### config.mk
export PLATFORM = sky130hd
export DESIGN_NAME = bf_loader
export DESIGN_NICKNAME = d
export VERILOG_FILES = /design/src/rtl/bf_loader.sv
export SDC_FILE = /design/constraint.sdc
export NUM_CORES = 1
export LEC_CHECK = 0
export BUFFER_PORTS_ARGS = -buffer_cell sky130_fd_sc_hd__buf_4
export CAP_MARGIN = 10
export CORE_MARGIN = 2
export CORE_UTILIZATION = 40
export CTS_BUF_LIST = sky130_fd_sc_hd__clkbuf_8
export CTS_CLUSTER_SIZE = 20
export DETAILED_ROUTE_END_ITERATION = 8
export GPL_TIMING_DRIVEN = 1
export PLACE_DENSITY = 0.74
export SLEW_MARGIN = 20
export SYNTH_ARGS = -nofsm -noshare
export SYNTH_HDL_FRONTEND = slang
export SYNTH_SLANG_ARGS = --single-unit
### constraint.sdc
create_clock -name CLK -period 4.1 [get_ports CLK]
set_input_delay 0.205 -clock CLK [delete_from_list [all_inputs] [get_ports CLK]]
set_output_delay 0.205 -clock CLK [all_outputs]
set_load 0.01 [all_outputs]
### src/rtl/bf_loader.sv
// Brainfuck core program loader: streams host bytes into instruction RAM,
// optionally zero-fills data RAM (LOADER_CLEAR_EN), then hands both RAMs to the CPU.
module bf_loader #(
  parameter int          IA_WIDTH   = 11,
  parameter int          DA_WIDTH   = 11,
  parameter int          DD_WIDTH   = 8,
  parameter logic [7:0]  TERMINATOR = 8'h00
) (
  input  logic                CLK,
  input  logic                RESET,
  input  logic                LOAD_REQ,
  input  logic [7:0]          HDIN,
  input  logic                HRDA,
  output logic                HACK,
  output logic                BUSY,
  output logic                ERR,
  output logic                CPU_RESET,
  input  logic [IA_WIDTH-1:0] CIA,
  input  logic                CIEN,
  input  logic [DA_WIDTH-1:0] CDA,
  input  logic [DD_WIDTH-1:0] CDDOUT,
  input  logic                CDEN,
  input  logic                CDWE,
  output logic [IA_WIDTH-1:0] IMA,
  output logic [7:0]          IMDOUT,
  output logic                IMEN,
  output logic                IMWE,
  output logic [DA_WIDTH-1:0] DMA,
  output logic [DD_WIDTH-1:0] DMDOUT,
  output logic                DMEN,
  output logic                DMWE
);

  typedef enum logic [1:0] {S_IDLE, S_LOAD, S_CLEAR, S_RUN} state_e;

  state_e              state_q, state_d;
  logic [IA_WIDTH-1:0] cnt_q, cnt_d;
  logic                last_q, last_d;
  logic                hack_q, hack_d;
  logic                err_q, err_d;
  logic                cpu_rst_q, cpu_rst_d;
  logic                busy_q, busy_d;
  logic [IA_WIDTH-1:0] ima_q, ima_d;
  logic [7:0]          imdout_q, imdout_d;
  logic                imwr_q, imwr_d;
`ifdef LOADER_CLEAR_EN
  logic [DA_WIDTH-1:0] clr_q, clr_d;
  logic [DA_WIDTH-1:0] dma_q, dma_d;
  logic                dmwr_q, dmwr_d;
`endif

  always_comb begin
    state_d   = state_q;
    cnt_d     = cnt_q;
    last_d    = last_q;
    hack_d    = 1'b0;
    err_d     = err_q;
    cpu_rst_d = cpu_rst_q;
    ima_d     = '0;
    imdout_d  = '0;
    imwr_d    = 1'b0;
`ifdef LOADER_CLEAR_EN
    clr_d     = clr_q;
    dma_d     = '0;
    dmwr_d    = 1'b0;
`endif
    case (state_q)
      S_IDLE: if (LOAD_REQ) begin
        state_d = S_LOAD;
        cnt_d   = '0;
        err_d   = 1'b0;
        last_d  = 1'b0;
      end
      S_LOAD: begin
        // last_q holds the state one extra cycle so the final HACK completes in LOAD
        if (last_q) begin
`ifdef LOADER_CLEAR_EN
          state_d = S_CLEAR;
          dma_d   = '0;
          dmwr_d  = 1'b1;
          clr_d   = DA_WIDTH'(1);
`else
          state_d   = S_RUN;
          cpu_rst_d = 1'b0;
`endif
        end else if (HRDA && !hack_q) begin
          hack_d   = 1'b1;
          imwr_d   = 1'b1;
          ima_d    = cnt_q;
          cnt_d    = cnt_q + IA_WIDTH'(1);
          last_d   = (HDIN == TERMINATOR) || (&cnt_q);
          imdout_d = (&cnt_q) ? TERMINATOR : HDIN;
          if ((&cnt_q) && (HDIN != TERMINATOR)) err_d = 1'b1;
        end
      end
`ifdef LOADER_CLEAR_EN
      S_CLEAR: begin
        // clr_q is the next address to write; wrapping to 0 means every word is done
        if (clr_q == '0) begin
          state_d   = S_RUN;
          cpu_rst_d = 1'b0;
        end else begin
          dma_d  = clr_q;
          dmwr_d = 1'b1;
          clr_d  = clr_q + DA_WIDTH'(1);
        end
      end
`endif
      S_RUN: if (LOAD_REQ) begin
        state_d   = S_LOAD;
        cpu_rst_d = 1'b1;
        cnt_d     = '0;
        err_d     = 1'b0;
        last_d    = 1'b0;
      end
      default: state_d = S_IDLE;
    endcase
  end

  assign busy_d = (state_d == S_LOAD) || (state_d == S_CLEAR);

  always_ff @(posedge CLK or posedge RESET) begin
    if (RESET) begin
      state_q   <= S_IDLE;
      cnt_q     <= '0;
      last_q    <= 1'b0;
      hack_q    <= 1'b0;
      err_q     <= 1'b0;
      cpu_rst_q <= 1'b1;
      busy_q    <= 1'b0;
      ima_q     <= '0;
      imdout_q  <= '0;
      imwr_q    <= 1'b0;
`ifdef LOADER_CLEAR_EN
      clr_q     <= '0;
      dma_q     <= '0;
      dmwr_q    <= 1'b0;
`endif
    end else begin
      state_q   <= state_d;
      cnt_q     <= cnt_d;
      last_q    <= last_d;
      hack_q    <= hack_d;
      err_q     <= err_d;
      cpu_rst_q <= cpu_rst_d;
      busy_q    <= busy_d;
      ima_q     <= ima_d;
      imdout_q  <= imdout_d;
      imwr_q    <= imwr_d;
`ifdef LOADER_CLEAR_EN
      clr_q     <= clr_d;
      dma_q     <= dma_d;
      dmwr_q    <= dmwr_d;
`endif
    end
  end

  logic run;
  assign run = (state_q == S_RUN);

  assign HACK      = hack_q;
  assign BUSY      = busy_q;
  assign ERR       = err_q;
  assign CPU_RESET = cpu_rst_q;
  assign IMA       = run ? CIA   : ima_q;
  assign IMDOUT    = run ? 8'h00 : imdout_q;
  assign IMEN      = run ? CIEN  : imwr_q;
  assign IMWE      = run ? 1'b0  : imwr_q;
  assign DMDOUT    = run ? CDDOUT : '0;
`ifdef LOADER_CLEAR_EN
  assign DMA       = run ? CDA  : dma_q;
  assign DMEN      = run ? CDEN : dmwr_q;
  assign DMWE      = run ? CDWE : dmwr_q;
`else
  assign DMA       = run ? CDA  : '0;
  assign DMEN      = run ? CDEN : 1'b0;
  assign DMWE      = run ? CDWE : 1'b0;
`endif

endmodule
* Word level (Yosys, flattened, before mapping)
Cells that the tools add are included.
** Operators by class
- Muxes and demuxes :: 36
- Add/subtract/negate cells :: 1
- Reductions and logical operators :: 16
- Equality and inequality tests :: 10
** Operators by type and width (count)
- 2-to-1 mux 11 bit :: 8
- 2-to-1 mux 8 bit :: 6
- case mux 11 bit (2 select lines) :: 1
- 2-to-1 mux 1 bit :: 15
- adder 11 x 1 -> 11 bit (second input constant) :: 1
- AND reduction 11 bit :: 1
- inequality test 2 bit (second input constant) :: 5
- zero test 8 bit :: 1
- nonzero test 8 bit :: 1
- case mux 1 bit (2 select lines) :: 3
- AND reduction 5 bit :: 1
- equality test 2 x 1 -> 1 bit (second input constant) :: 2
- equality test 2 bit (second input constant) :: 2
- 2-to-1 mux 2 bit :: 2
- case mux 2 bit (2 select lines) :: 1
- AND reduction 4 bit :: 1
- nonzero test 2 bit :: 2
- AND reduction 3 bit :: 1
- logical AND 1 bit :: 2
- zero test 2 bit :: 1
- logical OR 1 bit :: 2
- inequality test 2 x 1 -> 1 bit (second input constant) :: 1
- AND reduction 2 bit :: 1
- OR reduction 2 bit :: 1
- zero test 1 bit :: 1
** Storage, ports and cells
- Register bits after elaboration :: 37
- Output and inout bits :: 46
- Logic and storage cells :: 72
- Input port bits :: 45

* Longest topological paths before layout
Gate-level depths: netlist of run 1.
- Word-level depth :: 6
- Depth in mapped cells :: 9
- Gate-level depth less buffers :: 7

* Least setup slack after synthesis of run 1
Ideal clock, no wire load.
- Path kind :: register -> register
- From :: reg state_q[0]
- To :: reg cnt_q[10]
- Setup time :: 0.078 ns
- Data required time :: 4.022 ns
- Cell stages (with the launch flop) :: 8
- Period minus slack after synthesis :: 1.983 ns
- Buffers on the path :: 1
- Setup slack :: 2.117 ns
- Arrival time :: 1.905 ns
- Cell sequence :: dfrtp_1 inv_1 ha_1 buf_2 nand2b_2 a2111oi_4 or3b_1 a21oi_1
** On the way
- Longest elaborated chain between the ends :: 4
- Elaborated cells between the ends (all ways) :: 10
- Those cells by class :: eq/ne: 5; mux: 1; reduce/logical: 4
** RTL lines
- from (decl) :: RTL line 36 : state_e state_q, state_d;
- from (signal assigned) :: RTL line 140 : state_q <= state_d;
- equality test 2 bit / zero test 2 bit (equally long branches) :: RTL line 67 : case (state_q)
- OR reduction 2 bit (no source line)
- inequality test 2 x 1 -> 1 bit (no source line) / nonzero test 2 bit (equally long branches)
- AND reduction 4 bit (no source line)
- to (signal assigned) :: RTL line 141 : cnt_q <= cnt_d;
- to (decl) :: RTL line 37 : logic [IA_WIDTH-1:0] cnt_q, cnt_d;
Several ways; a longest one is shown, not always the timed one.
A chain may end at the register's enable or synchronous reset.

* Final worst setup path of run 1
- From :: reg state_q[1]
- To :: reg cnt_q[10]
The elaborated chain is that of the path after synthesis.

==> results_dict.tcl, run 1 <==
set metrics [dict create \
    synth_enable_flop_cells 0 \
    first_iter_violations 77 \
    die_w_um 75.5 \
    combPwrFrac 0.466 \
    vias 1682 \
    stdcell_area_mm2 0.00289 \
    irDropWorstVdd_mv 0.258 \
    p_leak_nw 1.45 \
    critPathArrivalTime_ps 2630 \
    max_slew_margin 0.367 \
    grt_pass1_vias 1521 \
    setup_viol 0 \
    die_area_mm2 0.00570 \
    cts_resized 0 \
    multiInputGateArea_mm2 0.00102 \
    crit_fanout 19 \
    ys_top_cells_by_area "dfrtp_1 (44%), and2_1 (8.6%), mux2_2 (6.1%), a2111oi_4 (4.0%), nor2b_1 (3.4%)" \
    yosys.area.top_type_share 0.441 \
    start_kind "register" \
    drt-total-wl_mm 4.55 \
    pre_cts_ws_ps 1670 \
    fin_nets 334 \
    min_period_ps 2480 \
    switching_share 0.357 \
    clock_skew_ps 4.58 \
    fin_crit_sh 0.604 \
    ys_top_cells_by_count "dfrtp_1 (36), and2_1 (28), nor2_1 (12)" \
    synth_flop_cell "dfrtp_1" \
    nFillCells 469 \
    grt_remaining_overflow 0 \
    worstRegToRegCells 7 \
    synth.avg_cell_area_um2 10.4 \
    cts_buffer_depth 2 \
    coreArea_mm2 0.00501 \
    max_freq_mhz 404 \
    die_h_um 75.5 \
    htreeDepth 2 \
    firstDrtPassIters 4 \
    grt_pass1_wl_mm 6.94 \
    finalMaxSlewViolations 0 \
    yosys_warnings 0 \
    initial_utilization 0.408 \
    antenna_cells 0 \
    cp.required_ps 4260 \
    critPathLaunch "state_q[1]$_DFF_PP0_" \
    regToRegStartpoint "state_q[1]$_DFF_PP0_" \
    worst_slack_ps 1620 \
    criticalPathCategory "reg2reg" \
    synth_area_leader_cell "dfrtp_1" \
    async_reset_ff_frac 1.00 \
    cap_viol_max_count 0 \
    area_growth_pct 41.2 \
    yosysMostFrequentCell "dfrtp_1" \
    p_sw_w 0.000552 \
    drcViolationCount 0 \
    viasPerCell 4.72 \
    synth_fp_nets 245 \
    ios 91 \
    tns_ps 0 \
    p_seq_frac 0.328 \
    end_kind "register" \
    yosysSeqAreaShare 0.454 \
    cts_buffers 5 \
    synth-seq-cells 37 \
    hold_buffers 0 \
    internal_power_w 0.000994 \
    rsz0062_at_grt "no" \
    wl_per_cell_um 12.8 \
    power.share.clock 0.206 \
    worst_pin_slew_ps 949 \
    numPortBuffers 90 \
    cts_setup_buffers 0 \
    cts-root-buf "clkbuf_8" \
    ant_nets 0 \
    grt_max_degree 38 \
    std_cell_rows 26 \
    p_per_area_mw_per_mm2 536 \
    hold_class "in2async" \
    cts_tree "yes" \
    synthDistinctLibCells 43 \
    clkSinkCount 37 \
    clkSlewWorstSetupHoldPaths_ps 70 \
    syn_inst 196 \
    drive_gt1_frac 0.427 \
    status "finished clean" \
    layout.area.seq_um2 927 \
    hold_viol 0 \
    track_usage 0.164 \
    grt_antenna_before_repair 0 \
    p_total_w 0.00155 \
    syn_area_mm2 0.00204 \
    gpl.final_weighted_congestion 0.780 \
    dp.final_hpwl_mm 3.52 \
    clk_latency_ps 290 \
    place_area_mm2 0.00277 \
]
placed cells by master, fill, tap and decap left out, drive strengths merged, types with 5 or more instances in the layout:
| master | synthesis | final |
|---|---|---|
| and3 | 8 | 8 |
| inv | 10 | 11 |
| xnor2 | 5 | 5 |
| clkbuf | 5 | 6 |
| buf | 6 | 93 |
| and2 | 28 | 28 |
| nor2 | 12 | 12 |
| nor2b | 11 | 11 |
| nand2 | 9 | 9 |
| mux2 | 11 | 11 |
| dfrtp | 36 | 36 |
| a21oi | 7 | 7 |
layout make-up:
type | instances | share of cell area
clock buffer | 6 | 0.0286
inverter | 10 | 0.0130
tap | 70 | 0.0304
multi-input combinational | 138 | 0.353
clock inverter | 2 | 0.0117
timing repair buffer | 93 | 0.242
sequential | 37 | 0.321
power by group through the flow:
stage          Combinational, W  Sequential (W)  Clock [W]
2_1_floorplan          0.000473        0.000502          0
3_3_place_gp           0.000711        0.000511          0
3_5_place_dp           0.000730        0.000514          0
4_1_cts                0.000732        0.000507   0.000327
5_1_grt                0.000799        0.000519   0.000338
6_report               0.000721        0.000507   0.000319
state kept, by name (all words and copies together) (netlist names):
name,flops
cnt_q,11
ima_q,11
imdout_q,8
state_q,2
BUSY,1
CPU_RESET,1
ERR,1
imwr_q,1
last_q,1
worst paths after layout:
kind	endpoint	slack, ps
max in group asynchronous	CPU_RESET$_DFFE_PP1P_	3730
min	ima_q[7]$_DFF_PP0_	20
min in group CLK	imdout_q[5]$_DFF_PP0_	160
min reg2reg	ERR$_DFFE_PP0P_	530
max reg2reg	cnt_q[10]$_DFFE_PP0P_	1620
max	cnt_q[10]$_DFFE_PP0P_	1620
metal layers:
layer  wire (µm)  track usage  part of all wire  vias up
li1            -            -                 -      855
met2        2240        0.291              0.49       65
met3         420       0.0357             0.092        8
met1        1810        0.190              0.40      754
met5           0            0                 0        -
met4          80       0.0760             0.018        0
cell families (layout without fill, tap and decap cells):
kind of cell	Yosys count	in the layout	synth area share
compound gates	28	28	0.124
buf+inv	21	111	0.0478
simple gates	87	87	0.254
mux	13	13	0.0704
fa+ha+maj	4	4	0.0245
flops	37	37	0.454
xor+xnor	6	6	0.0257
per-stage QoR:
step            util  instances  hold slack, ps
2_1_floorplan      -        196             358
3_3_place_gp   0.553        348             339
3_5_place_dp   0.553        348             348
4_1_cts        0.576        356            30.7
5_1_grt        0.576        356            70.2
6_report       0.576        356            18.5
worst max-delay path, stage by stage (launching register included):
cell	delay [ps]
dfrtp_1	430
inv_1	100
ha_1	370
nand4bb_4	270
inv_1	410
o21ai_0	250
o41ai_1	410
a21oi_1	110
(Power assumes the default switching activity.)
==> inputs of run 2 (changes only) <==
Clock period 4.1 ns to 2.4 ns, I/O delays scaled along.
==> run 2 against run 1 <==
Against the previous run: flip-flop and latch count unchanged; die area unchanged; wire length increased by 3.1%; register-to-register slack got worse by 1400 ps; global-route usage decreased by 0.21 points; clock power increased by 69%; via count increased by 3.7%; setup slack got worse by 1400 ps; first-iteration DRC count decreased by 39%; cell count increased by 1.1%; highest routed layer unchanged.
==> results_dict.tcl, run 2 (synthesis results as in run 1) <==
set metrics [dict create \
    die_h_um 75.5 \
    min_period_ps 2180 \
    p_per_area_mw_per_mm2 916 \
    multiInputGateArea_mm2 0.00102 \
    criticalPathCategory "reg2reg" \
    nFillCells 454 \
    r2r_slack_ps 220 \
    clk_latency_ps 290 \
    switching_share 0.354 \
    grt_pass1_vias 1536 \
    path_cells "inv_1 > ha_1 > nand4bb_4 > a2111oi_1 > xnor2_1 > nor2_1" \
    crit_family "compound AO/OA/AOI/OAI gates" \
    p_seq_frac 0.324 \
    htreeDepth 2 \
    critPathLaunch "state_q[1]$_DFF_PP0_" \
    busiest_layer "met2" \
    internal_power_w 0.00173 \
    status "finished clean" \
    die_area_mm2 0.00570 \
    power.share.clock 0.202 \
    hold_class "in2reg" \
    std_cell_rows 26 \
    p_leak_nw 1.47 \
    grt_remaining_overflow 0 \
    setup_viol 0 \
    viasPerCell 4.84 \
    clock_skew_ps 5.07 \
    numPortBuffers 90 \
    cts-root-buf "clkbuf_8" \
    worstRegToRegCells 6 \
    track_usage 0.162 \
    coreArea_mm2 0.00501 \
    final_util 0.582 \
    max_slew_margin 0.499 \
    layout.area.seq_um2 927 \
    p_sw_w 0.000946 \
    gpl.final_weighted_congestion 0.760 \
    cap_viol_max_count 0 \
    crit_buf_inv 1 \
    initial_utilization 0.408 \
    clkSinkCount 37 \
    grt_antenna_before_repair 0 \
    finalMaxSlewViolations 0 \
    drcViolationCount 0 \
    top_regs "cnt_q: 11 flops, ima_q: 11 flops, imdout_q: 8 flops" \
    first_iter_violations 47 \
    gr-usage-met3 0.0384 \
    crit_path_end "cnt_q[6]$_DFFE_PP0P_" \
    critPathArrivalTime_ps 2350 \
    crit_fanout 11 \
    worst_pin_slew_ps 749 \
    stdcell_area_mm2 0.00292 \
    rsz0062_at_grt "no" \
    cpPeakStageDelay_ps 640 \
    vias 1744 \
    fin_nets 338 \
    ant_nets 0 \
    cts_resized 0 \
    holdWs_ps 73.1 \
    clkSlewWorstSetupHoldPaths_ps 70 \
    combPwrFrac 0.475 \
    die_w_um 75.5 \
    grt_pass1_wl_mm 6.88 \
    cts_buffer_depth 2 \
    cp.required_ps 2580 \
    antenna_cells 0 \
    final_common_cell "buf_4" \
    use_met2 0.286 \
    firstDrtPassIters 4 \
    hold_viol 0 \
    end_kind "register" \
    ios 91 \
    cpMaxStageDelayCell "a2111oi_1" \
    fin_crit_sh 0.908 \
    cts_tree "yes" \
    max_freq_mhz 459 \
    drive_gt1_frac 0.431 \
    start_kind "register" \
    regToRegStartpoint "state_q[1]$_DFF_PP0_" \
    cts_buffers 5 \
    area_growth_pct 42.8 \
    irDropWorstVdd_mv 0.469 \
    place_area_mm2 0.00279 \
    wl_per_cell_um 13.0 \
    timing.rr.end "cnt_q[6]$_DFFE_PP0P_" \
    tns_ps 0 \
    p_total_w 0.00267 \
    crit_cells 6 \
    dp.final_hpwl_mm 3.57 \
    drt-total-wl_mm 4.69 \
    grtUsageMet1 0.188 \
    grt_max_degree 38 \
    layout_common_cells "buf_4 (96), dfrtp_1 (36), and2_1 (28), nor2_1 (12)" \
]
## run 2: cell count changes in the layout (fill, tap and decap cells not counted)
cell | before | now
dlygate4sd3_1 | 0 | 1
buf_4 | 93 | 96
## run 2: repair_timing
item | CTS | global route
setup endpoints to repair | 0 | 0
endpoints found under the hold margin | 36 | 0
hold buffers | 1 | 0
setup buffers | 0 | 0
## run 2: power groups by stage
stage          logic, W  registers (W)  clock network (W)
2_1_floorplan  0.000807       0.000857                  0
3_3_place_gp    0.00126       0.000873                  0
3_5_place_dp    0.00127       0.000878                  0
4_1_cts         0.00128       0.000865           0.000553
5_1_grt         0.00139       0.000890           0.000577
6_report        0.00127       0.000866           0.000538
## run 2: stage by stage
step                      setup WS (ps)  cells
after floorplan                     417    196
after global placement              323    351
after detailed placement            284    351
after CTS                           265    360
after global routing               85.1    360
final                               222    360
## run 2: worst min-delay path by stage
stage            start                    end  slack (ps)  depth (start not counted)
2_1_floorplan  HDIN[0]  imdout_q[0]$_DFF_PP0_         270                          1
3_3_place_gp     RESET     ima_q[3]$_DFF_PP0_         260                          3
3_5_place_dp     RESET     ima_q[4]$_DFF_PP0_         260                          3
4_1_cts        HDIN[0]  imdout_q[0]$_DFF_PP0_          70                          2
5_1_grt        HDIN[6]  imdout_q[6]$_DFF_PP0_          70                          2
6_report       HDIN[0]  imdout_q[0]$_DFF_PP0_          70                          2
## run 2: cell type report
type | instances | area share
tap | 70 | 0.0300
inverter | 10 | 0.0129
timing repair buffer | 97 | 0.250
clock inverter | 2 | 0.0116
sequential | 37 | 0.318
clock buffer | 6 | 0.0283
multi-input combinational | 138 | 0.349
## run 2: metal layers
metal  wire length, µm  part of all wire  vias up
li1                  -                 -      852
met1              1810              0.39      813
met2              2310              0.49       71
met3               494              0.11        8
met4                76             0.016        0
met5                 0                 0        -
==> inputs of run 3 (changes only) <==
Settings changed: CTS_BUF_LIST sky130_fd_sc_hd__clkbuf_8 to sky130_fd_sc_hd__clkbuf_16.
==> run 3 against run 2 <==
Against the previous run: global-route usage is 0.25 points higher; count of clock-buffer cells in the layout decreased by 1; total power grew 6.1%; sequential power barely moved; non-clock buffer count unchanged; sequential share of layout area decreased by 0.50 points; combinational power is essentially flat; flip-flop and latch count stayed put; core utilization rose by 0.92 points; via count up 1.0%; critical path type unchanged.
==> results_dict.tcl, run 3 (synthesis results as in run 1) <==
set metrics [dict create \
    status "finished clean" \
    cpPeakStageDelay_ps 640 \
    r2r_slack_ps 230 \
    end_kind "register" \
    pre_cts_ws_ps 284 \
    setup_viol 0 \
    wl_per_cell_um 13.1 \
    viasPerCell 4.89 \
    top_regs "cnt_q: 11 flops, ima_q: 11 flops, imdout_q: 8 flops" \
    initial_utilization 0.408 \
    worstHoldStart "HDIN[0]" \
    gpl.final_weighted_congestion 0.760 \
    clkSlewWorstSetupHoldPaths_ps 50 \
    numPortBuffers 90 \
    layout_common_cells "buf_4 (96), dfrtp_1 (36), and2_1 (28), nor2_1 (12)" \
    power.share.clock 0.247 \
    irDropWorstVdd_mv 0.599 \
    fin_nets 338 \
    die_area_mm2 0.00570 \
    clock_skew_ps 3.54 \
    final_util 0.592 \
    die_h_um 75.5 \
    combPwrFrac 0.447 \
    dp.final_hpwl_mm 3.57 \
    grt_pass1_vias 1572 \
    antenna_cells 0 \
    vias 1762 \
    cap_viol_max_count 0 \
    p_per_area_mw_per_mm2 956 \
    fin_crit_sh 0.906 \
    rsz0062_at_grt "no" \
    max_slew_margin 0.495 \
    critPathArrivalTime_ps 2370 \
    p_seq_frac 0.306 \
    drive_gt1_frac 0.428 \
    hold_viol 0 \
    ant_nets 0 \
    cp.required_ps 2600 \
    p_leak_nw 1.49 \
    clk_latency_ps 270 \
    first_iter_violations 47 \
    p_sw_w 0.000961 \
    die_w_um 75.5 \
    criticalPathCategory "reg2reg" \
    cts_buffers 5 \
    worst_slack_ps 227 \
    hold_depth 2 \
    cts_buffer_depth 2 \
    switching_share 0.339 \
    std_cell_rows 26 \
    grt_antenna_before_repair 0 \
    internal_power_w 0.00187 \
    grt_max_degree 38 \
    cts_resized 0 \
    cpMaxStageDelayCell "nor2b_1" \
    path_cells "inv_1 > ha_1 > nor2b_1 > nor3_1 > a31oi_1 > mux2i_1" \
    clkSinkCount 37 \
    grt_remaining_overflow 0 \
    timing.rr.end "ERR$_DFFE_PP0P_" \
    hold_class "in2reg" \
    htreeDepth 2 \
    crit_buf_inv 1 \
    track_usage 0.165 \
    ios 91 \
    min_period_ps 2170 \
    cts-root-buf "clkbuf_16" \
    grt_pass1_wl_mm 7.11 \
    whs_endpoint "imdout_q[0]$_DFF_PP0_" \
    drt-total-wl_mm 4.70 \
    finalMaxSlewViolations 0 \
    drcViolationCount 0 \
    crit_fanout 8 \
    coreArea_mm2 0.00501 \
    cts_tree "yes" \
    nFillCells 437 \
    cts_setup_buffers 0 \
    firstDrtPassIters 4 \
    max_freq_mhz 460 \
    start_kind "register" \
    worstRegToRegCells 6 \
    worst_pin_slew_ps 755 \
    regToRegStartpoint "state_q[0]$_DFF_PP0_" \
    final_common_cell "buf_4" \
    tns_ps 0 \
    area_growth_pct 45.1 \
    crit_family "simple AND/OR/NAND/NOR gates" \
]
run 3: metrics by stage:
step           total power [W]  cell area [µm²]  hold slack, ps  cells
6_report               0.00283             2960            89.4    360
5_1_grt                0.00304             2960            94.2    360
4_1_cts                0.00287             2960            84.8    360
3_5_place_dp           0.00215             2790             261    351
3_3_place_gp           0.00213             2790             261    351
2_1_floorplan          0.00166             2040             273    196
run 3: cell type report:
class / instances / area [µm²] / share of cell area
clock buffer: 5 / 125 / 0.0422
clock inverter: 3 / 37.5 / 0.0127
inverter: 10 / 37.5 / 0.0127
multi-input combinational: 138 / 1020 / 0.344
sequential: 37 / 927 / 0.313
tap: 70 / 87.6 / 0.0295
timing repair buffer: 97 / 731 / 0.247
run 3: how the worst max path moves through the flow:
stage | start | endpoint | slack [ps] | cells past startpoint
global route | state_q[0]$_DFF_PP0_ | cnt_q[7]$_DFFE_PP0P_ | 40 | 6
global placement | state_q[0]$_DFF_PP0_ | cnt_q[7]$_DFFE_PP0P_ | 320 | 6
finish | state_q[0]$_DFF_PP0_ | ERR$_DFFE_PP0P_ | 230 | 6
detailed placement | state_q[1]$_DFF_PP0_ | cnt_q[10]$_DFFE_PP0P_ | 280 | 6
floorplan | state_q[0]$_DFF_PP0_ | cnt_q[10]$_DFFE_PP0P_ | 420 | 7
CTS | state_q[0]$_DFF_PP0_ | ERR$_DFFE_PP0P_ | 220 | 6
run 3: power groups by stage:
stage	Clock, W	Combinational [W]	Sequential, W
CTS	0.000717	0.00128	0.000869
global placement	0	0.00126	0.000873
detailed placement	0	0.00127	0.000878
global route	0.000746	0.00140	0.000893
floorplan	0	0.000807	0.000857
finish	0.000701	0.00127	0.000868
run 3: what timing repair did:
item | 4_1_cts | 5_1_grt
hold endpoints to repair | 36 | 0
hold buffers | 1 | 0
setup endpoints to repair | 0 | 0
run 3: metal layers:
metal  GRT usage  part of all wire
met5           0                 0
met4      0.0409             0.010
met3      0.0463              0.11
met2       0.294              0.50
met1       0.197              0.38
